File: config.mk
export PLATFORM = sky130hd
export DESIGN_NAME = j0_mem_arbiter
export DESIGN_NICKNAME = d
export VERILOG_FILES = /design/src/rtl/j0_mem_arbiter.sv
export SDC_FILE = /design/constraint.sdc
export NUM_CORES = 1
export LEC_CHECK = 0
export CAP_MARGIN = 20
export CORE_MARGIN = 3
export CORE_UTILIZATION = 24
export DETAILED_ROUTE_END_ITERATION = 7
export PLACE_DENSITY_LB_ADDON = 0.05
export SLEW_MARGIN = 20
export SYNTH_ARGS = -nofsm -noshare
export SYNTH_HDL_FRONTEND = slang
export SYNTH_SLANG_ARGS = --single-unit
File: constraint.sdc
create_clock -name sys_clk_i -period 3.5 [get_ports sys_clk_i]
set_input_delay 0.7 -clock sys_clk_i [delete_from_list [all_inputs] [get_ports sys_clk_i]]
set_output_delay 0.7 -clock sys_clk_i [all_outputs]
set_load 0.02 [all_outputs]
File: src/rtl/j0_mem_arbiter.sv
// Arbiter sharing one single-port synchronous RAM between the j0 core bus and a host port.
// Optional J0_ARB_HOST_PRIO_EN: host wins every tie instead of round-robin.
module j0_mem_arbiter #(
  parameter int AW = 15,
  parameter int DW = 16
) (
  input  logic          sys_clk_i,
  input  logic          sys_rst_n_i,
  input  logic          core_rd_i,
  input  logic          core_wr_i,
  input  logic [15:0]   core_addr_i,
  input  logic [DW-1:0] core_wdata_i,
  output logic [DW-1:0] core_rdata_o,
  output logic          core_pause_o,
  input  logic          host_req_i,
  input  logic          host_wr_i,
  input  logic [AW-1:0] host_addr_i,
  input  logic [DW-1:0] host_wdata_i,
  output logic          host_ack_o,
  output logic [DW-1:0] host_rdata_o,
  output logic [AW-1:0] ram_addr_o,
  output logic          ram_we_o,
  output logic [DW-1:0] ram_wdata_o,
  input  logic [DW-1:0] ram_rdata_i
);

  localparam logic [1:0] S_IDLE = 2'd0;
  localparam logic [1:0] S_CRD  = 2'd1;
  localparam logic [1:0] S_HACK = 2'd2;

  logic [1:0] state, state_nxt;
  logic       last_host;
  logic       ack_q, ack_rd_q;
  logic       core_req, idle, grant_core, grant_host;

  assign core_req = core_rd_i | core_wr_i;
  assign idle     = (state == S_IDLE);

`ifdef J0_ARB_HOST_PRIO_EN
  assign grant_core = idle & core_req & ~host_req_i;
`else
  // On a tie the requester that did not win last time gets the port.
  assign grant_core = idle & core_req & (~host_req_i | last_host);
`endif
  assign grant_host = idle & host_req_i & ~grant_core;

  // A core cycle with both strobes set is treated as a write.
  always_comb begin
    state_nxt = S_IDLE;
    if (grant_host)                   state_nxt = S_HACK;
    else if (grant_core & ~core_wr_i) state_nxt = S_CRD;
  end

  assign ram_addr_o  = grant_host ? host_addr_i  : core_addr_i[AW-1:0];
  assign ram_wdata_o = grant_host ? host_wdata_i : core_wdata_i;
  assign ram_we_o    = sys_rst_n_i & ((grant_core & core_wr_i) | (grant_host & host_wr_i));

  always_comb begin
    core_pause_o = 1'b0;
    if (sys_rst_n_i) begin
      case (state)
        S_IDLE:  core_pause_o = core_req & ~(grant_core & core_wr_i);
        S_HACK:  core_pause_o = core_req;
        default: core_pause_o = 1'b0;
      endcase
    end
  end

  assign core_rdata_o = (sys_rst_n_i && state == S_CRD) ? ram_rdata_i : '0;
  assign host_ack_o   = ack_q;
  assign host_rdata_o = (sys_rst_n_i & ack_q & ack_rd_q) ? ram_rdata_i : '0;

  always_ff @(posedge sys_clk_i) begin
    if (!sys_rst_n_i) begin
      state     <= S_IDLE;
      last_host <= 1'b1;
      ack_q     <= 1'b0;
      ack_rd_q  <= 1'b0;
    end else begin
      state    <= state_nxt;
      ack_q    <= grant_host;
      ack_rd_q <= grant_host & ~host_wr_i;
      if (grant_core)      last_host <= 1'b0;
      else if (grant_host) last_host <= 1'b1;
    end
  end

endmodule

==> results.py <==
metrics = {
    "cells_and_area": {
        "finish.net_count": 328,
        "multi_input_area_um2": 786,
        "fillers": 271,
        "drive_gt1_share_pct": 16.6,
        "antenna_cells": 0,
        "syn2layout_area_growth_pct": 173,
        "ff_latch_area_um2": 80.1,
    },
    "grt": {
        "antenna_found_initial": 0,
        "grt_pass1_vias": 1226,
        "grt_max_degree": 32,
        "grt_remaining_overflow": 0,
        "grt_use_total_pct": 16.7,
        "grt_first_pass_wirelength_mm": 5.88,
    },
    "timing": {
        "setup_violations": 0,
        "finalWorstSetupSlack_ns": 0.177,
        "rsz0062_at_grt": "no",
        "tightest_slew_ns": 0.392,
        "hold_violations": 0,
        "clock.fmax_mhz": 301,
        "tns_ns": 0,
        "finalCriticalPeriod_ns": 3.32,
        "period_share_pct": 94.9,
        "slew_viol_final": 0,
        "skew_ns": 0.00162,
        "slew_headroom_pct": 73.8,
    },
    "floorplanning": {
        "die_h_um": 67.6,
        "rows": 21,
        "die_w_um": 67.6,
        "core_area_mm2": 0.00349,
        "dieArea_mm2": 0.00457,
        "start_util_pct": 26.1,
        "io_pins": 151,
    },
    "flow_run": {
        "drv_cap": 0,
    },
    "cts": {
        "cts-root-buf": "clkbuf_8",
        "clk_path_buf_depth": 2,
        "htreeDepth": 1,
        "cts_tree": "built",
        "path_clk_slew_ns": 0.03,
        "cts_setup_buffers": 0,
        "cts.sinks": 4,
        "cts_made_buffers": 3,
        "post_cts_resized": 0,
        "clk_latency_ns": 0.22,
        "ctsHoldBuffers": 0,
    },
    "detailed_routing": {
        "vias_per_cell": 4.45,
        "antenna_left": 0,
        "routed_wl_mm": 4.27,
        "drtPass1Iterations": 4,
        "vias": 1276,
        "drt_iter0_drc": 22,
        "wl_per_cell_um": 14.9,
        "drc": 0,
    },
    "placed_design": {
        "dp_hpwl_mm": 3.76,
        "finalWeightedCongestion": 0.761,
        "place_ws_ns": 0.177,
        "port_buffers": 149,
    },
    "setup_path": {
        "end_kind": "primary output",
        "reg2reg_slack_ns": 2.58,
        "crit_required_ns": 2.80,
        "r2r-start": "state[1]$_SDFF_PN0_",
        "crit_type": "in2out",
        "timing.rr.end": "last_host$_SDFFE_PN1P_",
        "r2r_cells": 3,
        "arrival_ns": 2.62,
        "critPathLaunchType": "input port",
        "cp_max_fo": 31,
    },
    "worst_hold_path": {
        "worstHoldPathCells": 2,
        "hp-class": "reg2reg",
        "min_to": "last_host$_SDFFE_PN1P_",
        "min-delay-start": "last_host$_SDFFE_PN1P_",
    },
    "synth": {
        "synth_area_leaders": "mux2_4 (46%), and2_1 (22%), dfxtp_1 (8.8%)",
        "synthTopCellsByCount": "and2_1 (32), mux2_4 (28), dfxtp_1 (4)",
        "yosysTopAreaCell": "mux2_4",
        "synth-seq-area-share_pct": 8.79,
        "synth-edff-count": 0,
        "synth.net_count": 177,
        "ys.flop_type": "dfxtp_1",
        "synth.most_common_cell": "and2_1",
        "ys_warn_count": 0,
        "syn_avg_cell_area_um2": 9.90,
        "postSynthCellCount": 92,
        "ys_ff_latch": 4,
        "synth_cell_types": 22,
        "synthArstFlopShare_pct": 0,
        "synth_top_area_share_pct": 46.2,
        "syn_area_um2": 911,
    },
    "power_and_ir_drop": {
        "p_leak_nw": 1.05,
        "pwr_density_cell_mw_per_mm2": 194,
        "irDropWorstVdd_v": 0.000209,
    },
    "run_status": {
        "status": "finished, final reports clean",
    },
}
## metrics by stage
step | hold slack [ns] | instance area, um2 | utilization (%) | power (W) | cells
after global routing | 0.623 | 2490 | 71.2 | 0.000507 | 287
after CTS | 0.593 | 2490 | 71.2 | 0.000489 | 287
final | 0.591 | 2490 | 71.2 | 0.000484 | 287
after detailed placement | 0.581 | 2450 | 70.0 | 0.000389 | 284
after floorplan | 0.533 | 911 | - | 0.000208 | 92
after global placement | 0.555 | 2450 | 70.0 | 0.000381 | 284
## worst max-delay path: stages
cell,delay [ns]
clkdlybuf4s50_1,0.54
o21ai_2,0.11
nand3_4,0.11
buf_12,0.25
mux2_2,0.36
clkdlybuf4s50_1,0.55
## state kept, by name (all words and copies together) (netlist names)
register and flops:
state 2, ack_rd_q 1, last_host 1
## layout by cell type (no fill, tap or decap)
master,n
clkdlybuf4s50_1,149
and2_1,32
mux2_4,28
dfxtp_1,4
mux2_2,3
clkbuf_8,3
a21oi_1,2
nor2_1,2
nor3_1,2
nand2_1,2
and3_1,1
inv_1,1
nor3b_2,1
nor2_4,1
o21ai_2,1
nand3_4,1
nand2b_1,1
nand3_1,1
nand4_1,1
nor4b_1,1
and3b_1,1
o21ai_0,1
buf_12,1
buf_4,1
## how the worst max path moves through the flow
stage                     start                to  slack, ns  depth (start not counted)
global placement      core_wr_i    ram_addr_o[14]       0.22                          6
global route        sys_rst_n_i  core_rdata_o[15]       0.03                          6
floorplan            host_req_i      core_pause_o       1.23                          3
finish                core_rd_i    ram_addr_o[14]       0.18                          6
CTS                   core_wr_i    ram_addr_o[14]       0.17                          6
detailed placement    core_rd_i    ram_addr_o[14]       0.18                          6
## layout make-up
type                            instances  area share, %
Timing Repair Buffer                  151           61.1
Inverter                                1          0.151
Multi-Input combinational cell         82           31.6
Sequential cell                         4           3.22
Clock buffer                            3           1.66
Tap cell                               46           2.31
## layer usage
layer  track usage [%]  wire length (um)  share of wire, %  vias to the layer above
li1                  -                 -                 -                      617
met1              14.3              1270                30                      578
met2              35.6              2370                56                       79
met3              5.99               606                14                        2
met4              3.04                19              0.45                        0
met5                 0                 0                 0                        -
## power breakdown
group | total (W) | internal [W] | switching, W
logic | 0.000334 | 0.000213 | 0.000121
clock network | 0.0000975 | 0.0000733 | 0.0000242
registers | 0.0000521 | 0.0000489 | 0.00000321
## kinds of logic after synthesis
| logic type | synth area share (%) |
|---|---|
| buffers and inverters | 4.94 |
| AOI/OAI and AO/OA | 2.61 |
| and+or+nand+nor | 33.8 |
| muxes | 49.9 |
| DFF | 8.79 |
Note: power is estimated with default switching activity, not from simulation.
